<file path="src/rtl/mul_sequencer.sv">
// mul_sequencer: multi-cycle shift-add multiply sequencer for the ARM core.
// It accepts a multiply command, holds the core in stall while the product is
// built, and then writes the result back through the single register write
// port. Short forms write RdLo only. Long forms write RdLo and then RdHi.
// Ports:
//   clk, reset (async, active low)
//   start, mul_ctl{mult,op[2:0]}, set_flags, op_a (Rm), op_b (Rs),
//   acc_lo, acc_hi                      -- command inputs, sampled on accept
//   stall, busy                         -- core hold / engine occupied
//   wr_en, wr_sel, wr_data              -- register writeback (0=RdLo, 1=RdHi)
//   flag_we, flag_n, flag_z             -- N/Z update on the final write
//   done                                -- pulse in the final writeback cycle
module mul_sequencer #(
  parameter int BITS_PER_CYCLE = 1
) (
  input  logic        clk,
  input  logic        reset,
  input  logic        start,
  input  logic [3:0]  mul_ctl,
  input  logic        set_flags,
  input  logic [31:0] op_a,
  input  logic [31:0] op_b,
  input  logic [31:0] acc_lo,
  input  logic [31:0] acc_hi,
  output logic        stall,
  output logic        busy,
  output logic        wr_en,
  output logic        wr_sel,
  output logic [31:0] wr_data,
  output logic        flag_we,
  output logic        flag_n,
  output logic        flag_z,
  output logic        done
);
  localparam int N_ITER = 32 / BITS_PER_CYCLE;

  typedef enum logic [2:0] {S_IDLE, S_CALC, S_FIX, S_WB_LO, S_WB_HI} state_t;

  state_t      state;
  logic [5:0]  cnt;
  logic [63:0] mcand;    // multiplicand, shifted left as multiplier bits retire
  logic [31:0] mplier;   // multiplier, shifted right; low bits are the next digit
  logic [63:0] prod;
  logic [63:0] acc;
  logic        neg, is_long, add_acc, sf;

  logic        accept;
  logic [2:0]  op;
  logic        sgn;
  logic [31:0] mag_a, mag_b;
  logic [63:0] pp, fixed;

  assign op     = mul_ctl[2:0];
  assign accept = (state == S_IDLE) && start && mul_ctl[3];
  assign sgn    = op[2] & op[1];
  // Magnitude of 0x80000000 wraps back to 0x80000000, which is the correct
  // unsigned magnitude, so 32 bits suffice.
  assign mag_a  = (sgn && op_a[31]) ? (~op_a + 32'd1) : op_a;
  assign mag_b  = (sgn && op_b[31]) ? (~op_b + 32'd1) : op_b;

  // Partial product for the current multiplier digit.
  always_comb begin
    pp = '0;
    for (int i = 0; i < BITS_PER_CYCLE; i++)
      if (mplier[i]) pp = pp + (mcand << i);
  end

  assign fixed = (neg ? (~prod + 64'd1) : prod) + (add_acc ? acc : 64'd0);

  assign busy  = (state != S_IDLE);
  // done marks the final writeback, so the core is released in that cycle.
  assign stall = accept | (busy & ~done);

  always_ff @(posedge clk or negedge reset) begin
    if (!reset) begin
      state   <= S_IDLE;
      cnt     <= '0;
      mcand   <= '0;
      mplier  <= '0;
      prod    <= '0;
      acc     <= '0;
      neg     <= 1'b0;
      is_long <= 1'b0;
      add_acc <= 1'b0;
      sf      <= 1'b0;
      wr_en   <= 1'b0;
      wr_sel  <= 1'b0;
      wr_data <= '0;
      flag_we <= 1'b0;
      flag_n  <= 1'b0;
      flag_z  <= 1'b0;
      done    <= 1'b0;
    end else begin
      wr_en   <= 1'b0;
      flag_we <= 1'b0;
      done    <= 1'b0;
      case (state)
        S_IDLE: if (accept) begin
          mcand   <= {32'd0, mag_a};
          mplier  <= mag_b;
          neg     <= sgn & (op_a[31] ^ op_b[31]);
          is_long <= op[2];
          add_acc <= op[0];
          acc     <= op[2] ? {acc_hi, acc_lo} : {32'd0, acc_lo};
          sf      <= set_flags;
          prod    <= '0;
          cnt     <= '0;
          state   <= S_CALC;
        end
        S_CALC: begin
          prod   <= prod + pp;
          mcand  <= mcand << BITS_PER_CYCLE;
          mplier <= mplier >> BITS_PER_CYCLE;
          cnt    <= cnt + 6'd1;
          if (cnt == 6'(N_ITER - 1)) state <= S_FIX;
        end
        S_FIX: begin
          prod    <= fixed;
          wr_en   <= 1'b1;
          wr_sel  <= 1'b0;
          wr_data <= fixed[31:0];
          flag_n  <= is_long ? fixed[63] : fixed[31];
          flag_z  <= is_long ? (fixed == 64'd0) : (fixed[31:0] == 32'd0);
          if (!is_long) begin
            done    <= 1'b1;
            flag_we <= sf;
          end
          state <= S_WB_LO;
        end
        S_WB_LO: begin
          if (is_long) begin
            wr_en   <= 1'b1;
            wr_sel  <= 1'b1;
            wr_data <= prod[63:32];
            done    <= 1'b1;
            flag_we <= sf;
            state   <= S_WB_HI;
          end else begin
            state <= S_IDLE;
          end
        end
        S_WB_HI: state <= S_IDLE;
        default: state <= S_IDLE;
      endcase
    end
  end
endmodule
</file>
<file path="config.mk">
export PLATFORM = sky130hd
export DESIGN_NAME = mul_sequencer
export DESIGN_NICKNAME = d
export VERILOG_FILES = /design/src/rtl/mul_sequencer.sv
export SDC_FILE = /design/constraint.sdc
export NUM_CORES = 1
export LEC_CHECK = 0
export BUFFER_PORTS_ARGS = -buffer_cell sky130_fd_sc_hd__buf_2
export CAP_MARGIN = 20
export CELL_PAD_IN_SITES_DETAIL_PLACEMENT = 0
export CELL_PAD_IN_SITES_GLOBAL_PLACEMENT = 2
export CORE_MARGIN = 10
export CORE_UTILIZATION = 37
export CTS_BUF_LIST = sky130_fd_sc_hd__clkbuf_8 sky130_fd_sc_hd__clkbuf_16
export DETAILED_ROUTE_END_ITERATION = 8
export GPL_TIMING_DRIVEN = 0
export PLACE_DENSITY_LB_ADDON = 0.15
export RECOVER_POWER = 25
export REMOVE_ABC_BUFFERS = 1
export SYNTH_ARGS = -nofsm -noshare
export SYNTH_HDL_FRONTEND = slang
export SYNTH_SLANG_ARGS = --single-unit
</file>
<file path="constraint.sdc">
create_clock -name clk -period 6.6 [get_ports clk]
set_clock_uncertainty 0.15 [all_clocks]
set_input_delay 0.33 -clock clk [delete_from_list [all_inputs] [get_ports clk]]
set_output_delay 0.33 -clock clk [all_outputs]
set_load 0.03 [all_outputs]
</file>
After elaboration in Yosys (flattened, before gate mapping). Index checks and enable logic that the tools add are counted.

Register bits after elaboration: 275. Logic and storage cells: 86.

Add/subtract/negate cells: 6. Equality and inequality tests: 7. Mux-type cells: 31. Bitwise gates (word level): 9. Reduce and logical (&&, ||, !) cells: 16.

Operators with widths (count): $mux 64 (6); $pmux 64 s3 (1); $add 64x64->64 (2); $mux 32 (4); $pmux 32 s2 (2); $pmux 64 s2 (1); $add 32x1->32 const B (2); $add 64x1->64 const B (1); $logic_not 64->1 (1); $not 32->32 (2); $not 64->64 (1); $logic_not 32->1 (1); $pmux 3 s4 (1); $pmux 6 s2 (1); $reduce_and 2->1 (5); $mux 3 (3); $pmux 1 s2 (4); $mux 1 (7); $add 6x1->6 const B (1); $eq 3x2->1 const B (2); $eq 6x5->1 const B (1); $mux 6 (1); $ne 2x2->1 const B (3); $reduce_bool 3->1 (2); 8 further kinds (14).

Longest topological paths before layout.
Depth in word-level cells: 6. Depth in mapped cells: 24. Gate-level depth less buffers: 23.

Worst setup path before layout. OpenSTA, ideal clock, no wires.

Kind: register to register. Start: register prod[11]. End: register flag_z. Setup time: 0.076 ns. Arrival time: 5.458 ns. Required time: 6.374 ns. Slack: 0.915 ns. Stages on the path, launching flop included: 23. Buffers on the path: 0. Path through: dfrtp_1 > or4_1 > nor3_1 > nand3_1 > or2_2 > or4_1 > inv_1 > nand2_1 > o31ai_1 > xnor2_1 > ha_1 > nand4_1 > nor4_1 > nand3_1 > a211oi_1 > or3_4 > o21ai_4 > o21bai_1 > xor2_1 > or2_0 > or4_1 > or4_1 > o21ai_1.

Cells in the longest elaborated chain, start to end: 6.

Ends and longest elaborated chain: start: declaration (RTL line 43) `logic [63:0] prod;`; start signal: assignment (RTL line 111) `prod <= prod + pp;`; start signal: assignment (RTL line 118) `prod <= fixed;`; $not 64->64 (RTL line 68) `assign fixed = (neg ? (~prod + 64'd1) : prod) + (add_acc ? acc : 64'd0);`; $add 64x1->64 (RTL line 68); $mux 64 * (RTL line 68); $add 64x64->64 * (RTL line 68); $logic_not 64->1 / $logic_not 32->1 (equally long branches) (RTL line 123) `flag_z <= is_long ? (fixed == 64'd0) : (fixed[31:0] == 32'd0);`; $mux 1 * (RTL line 123); end signal: assignment (RTL line 123); end: declaration (RTL line 32) `output logic flag_z,`.

Every way passes the cells marked *; elsewhere a longest branch is shown, timed or not. A chain may end at the register's enable or synchronous reset.

Worst setup path after layout. Same ends and word-level chain as after synthesis.

==> summary.md <==
| Metric | Value |
|---|---|
| I/O Buffers | `around 180` |
| Seq cells post-synth | `about 280` |
| Multi-input logic area | `14900 µm²` |
| Power Density | `360 nW/µm²` |
| CTS Buffer Depth | `3` |
| DRC Markers | `0` |
| Iteration-0 DRC Markers | `1582` |
| Synth Area per Inst | `7.87 µm²` |
| RSZ-0062 raised after global routing | `no` |
| Die height | `266 µm` |
| Antenna violations before repair | `0` |
| IO Pins | `176` |
| Clock power share | `about a fifth` |
| Top Metal Used | `met4` |
| Worst slew margin | `-228%` |
| First-pass GRT wire length | `approximately 120 mm` |
| Worst Hold Launch | `op_a[11]` |
| Worst hold path depth | `3` |
| WS Path Type | `reg2reg` |
| Clk slew on worst S/H paths | `0.06 ns` |
| CP Launch Type | `flip-flop` |
| Via Count | `roughly 22000` |
| Outcome | `finished with violations` |
| Yosys top cell by area | `dfrtp_1` |
| Vias per cell | `5.63` |
| Clk_lat worst skew | `0.57 ns` |
| Register area | `just under 7000 µm²` |
| Critical-path top delay cell | `or4_4` |
| Share of the synthesized area in the top cell type | `a little under a third` |
| Setup Viol. Count Final | `0` |
| Area after DPL | `between 20000 and 25000 µm²` |
| Crit end category | `flip-flop` |
| Gpl congestion | `0.870` |
| Layout Area Growth over Synthesis | `19.4%` |
| GR Util All Layers | `between 20% and 30%` |
| Area contributors post-synth | `dfrtp_1, nand2_1, ha_1` |
| Synth cell types | `80` |
| Minimum clock period after layout | `~6.4 ns` |
| Metal2 WL | `about 34 mm` |
| H-tree Lvls | `2` |
| Sequential area share after synthesis | `about 31%` |
| Crit path cell chain | `or4_4, nor3_4, nand3_2, or2_2, or4_1, inv_1, nand2_1, nand2_1, xnor2_1, ha_4, a21oi_1, o21bai_1, a21oi_2, o221ai_1, or3_4, o21ai_4, a2bb2oi_2, nand2_1, xor2_1, or4_1, or4_1, o21ai_1` |
| Max Slew Vio Count | `85` |
| Peak Freq | `~160 MHz` |
| EDFF count, synth | `0` |
| FF-to-FF End | `flag_z` |
| Die ar. | `70500 µm²` |
| NumNets Final | `3302` |
| Sequential power share | `between 20% and 30%` |
| Grt ovf | `0` |
| WP buf/inv | `1` |
| R2R setup slack | `0.22 ns` |
| TritonCTS clock tree | `yes` |
| Post-Synthesis Cells | `2833` |
| Core area | `just under 60000 µm²` |
| Mapped Area | `22300 µm²` |
| Final instance area | `26600 µm²` |
| Antenna Cells | `0` |
| Synth async-reset ratio | `100%` |
| Fin util | `44.9%` |
| CP required | `~6.9 ns` |
| Placed wire-length estimate | `62.5 mm` |
| Failing checks | `capacitance limit, slew limit` |
| Root Driver | `clkbuf_16` |
| Sw frac | `47.4%` |
| Worst slew pin tran | `4.92 ns` |
| Top_reg_cell synth | `dfrtp_1` |
| Peak VDD IR | `0.000151 V` |
| CP delay by family, top | `simple AND/OR/NAND/NOR gates` |
| Setup TNS | `0 ns` |
| FILL cells | `6016` |
| Tot Pwr | `9.60 mW` |
| Initial Utilization | `37.6%` |
| Vias in the first global route | `20800` |
| Max incr delay on CP | `about 0.60 ns` |
| Post-route clock period utilization | `96.6%` |
| Logic gate share of total power | `between 50% and 60%` |
| WHS Endpoint | `mcand[11]` |
| Final ANT Viol Nets | `0` |
| Max Cap Viol | `1` |
| Drt pass-1 iters | `6` |
| NetSw | `4.55 mW` |
| CP max FO | `12` |
| Largest net degree at the start of global routing | `112` |
| P_int | `just over 5 mW` |
| Final Hold Viols | `0` |
| WP data arrival | `6.72 ns` |
| Synth Warn # | `0` |
| Ratio of cells with drive above 1 in the final layout | `11.0%` |
| Final wirelength | `80.2 mm` |
| Horiz. Die Dim | `266 µm` |
| R2R cell count | `22` |
| CTS Sinks | `275` |
| Hold Crit Class | `in2reg` |
| P_leak | `11.7 nW` |
| Row count | `89` |
| Metal-1 WL | `40.3 mm` |
| Met3 WL | `4.15 mm` |
| WL/cell | `21.0 µm` |
| WHS | `0.0233 ns` |
| Reg-to-reg startpoint | `prod[11]` |
| CTS buffer count | `37` |
==> layout make-up <==
class                   instances  share of cell area (%)
multi-input cells            2354                    56.1
clock buffers                  44                    3.92
flip-flops and latches        275                    25.9
well taps                     773                    3.63
repair buffers                325                    9.55
clock inverters                18                   0.362
inverters                      40                   0.564
==> metrics by stage <==
| stage | setup WS (ns) | std cells |
|---|---|---|
| detailed placement | -0.390 | 3633 |
| global placement | -7.68 | 3617 |
| global route | 0.00670 | 3829 |
| floorplan | -0.884 | 2669 |
| finish | 0.222 | 3829 |
| CTS | 0.0611 | 3828 |
==> registers in the layout, indices dropped and copies added, names as in the netlist <==
| signal | flops |
|---|---|
| state | 3 |
| wr_sel | 1 |
| mplier | 32 |
| is_long | 1 |
| neg | 1 |
| sf | 1 |
| mcand | 64 |
| acc | 64 |
| wr_data | 32 |
| flag_we | 1 |
| done | 1 |
| cnt | 6 |
| flag_n | 1 |
| prod | 64 |
| add_acc | 1 |
| flag_z | 1 |
| wr_en | 1 |
==> metal layers <==
metal,vias up,track usage (%)
met4,0,5.23
met2,560,33.0
met3,67,3.01
li1,10600,-
met1,10300,32.8
met5,-,0
==> worst max path at each step <==
stage,start,to,slack [ns],depth (start not counted)
2_1_floorplan,state[1],mcand[10],-0.88,5
3_3_place_gp,state[1],mcand[9],-7.68,5
3_5_place_dp,prod[11],flag_z,-0.39,22
4_1_cts,prod[8],flag_z,0.06,23
5_1_grt,prod[17],flag_z,0.007,20
6_report,prod[11],flag_z,0.22,22
==> placed cells by master (no fill, tap or decap), types with 8 or more instances in the layout <==
master         Yosys  layout
or3_1             10      10
clkbuf_16          0      39
nand3_1          118     115
o41ai_1           11      10
nand2b_1          27      27
a22oi_1           90      90
o21bai_1          22      21
a21o_1            72      72
inv_1             40      46
nor3_1            57      52
buf_2              2     174
xnor2_1          160     159
a31oi_1           22      21
ha_1             131     125
nand2_1          445     442
o221ai_1          29      29
nand4_1           39      39
o21ai_1            6       9
or2_2             13      13
or4_1             23      21
nor2_1           173     165
a21boi_0          10      10
and3_1            17      16
nor2b_1           15      15
dlygate4sd3_1      0     129
mux2i_1           15      15
clkinv_2           0       8
a21oi_1          228     226
o21ai_0          214     211
and2_1           139     139
o21a_1            17      17
nor4_1            20      17
xor2_1            70      68
a211oi_1          12      11
dfrtp_1          275     270
o211ai_1          14      14
o31ai_1           30      27
==> cells in the mapped netlist (13+ instances only) <==
library cell and count:
nand2_1 445, dfrtp_1 275, a21oi_1 228, o21ai_0 214, nor2_1 173, xnor2_1 160, clkbuf_1 157, and2_1 139
ha_1 131, nand3_1 118, a22oi_1 90, a21o_1 72, xor2_1 70, nor3_1 57, inv_1 40, nand4_1 39
o31ai_1 30, o221ai_1 29, nand2b_1 27, or4_1 23, a31oi_1 22, o21bai_1 22, nor4_1 20, and3_1 17
o21a_1 17, mux2i_1 15, nor2b_1 15, o211ai_1 14, or2_2 13
==> power by group through the flow <==
stage | registers, mW | clock network, mW | logic (mW)
global route | 2.84 | 2.04 | 5.36
floorplan | 2.51 | 0 | 3.19
CTS | 2.75 | 1.98 | 4.78
detailed placement | 2.77 | 0 | 4.69
finish | 2.78 | 1.92 | 4.90
global placement | 2.79 | 0 | 4.63
==> kinds of logic (layout without fill, tap and decap cells) <==
kind of cell | after synthesis | in the layout | share of synthesized area, %
adder cells (fa/ha/maj) | 133 | 133 | 7.53
flip-flops | 275 | 275 | 30.9
multiplexers | 16 | 16 | 0.724
XOR/XNOR | 230 | 230 | 9.03
AND/OR/NAND/NOR | 1127 | 1127 | 24.1
buffers and inverters | 204 | 427 | 3.44
AO/OA/AOI/OAI | 848 | 848 | 24.3
==> worst register-to-register path: cells and delay by family, from the launching register on <==
kind                     cells  cell delay (ns)
AO/OA/AOI/OAI                7             1.22
adder cells (fa/ha/maj)      1             0.31
XOR/XNOR                     2             0.44
buffers and inverters        1             0.15
AND/OR/NAND/NOR             11             3.59
flip-flops                   1             0.47
==> repair_timing <==
action	CTS	global route
pin swaps	3	5
hold buffers	129	0
endpoints found under the hold margin	212	0
resized for setup	8	42
gates cloned	0	0
buffers inserted	4	1
setup endpoints to repair	1	1
Note: power is estimated with default switching activity, not from simulation.
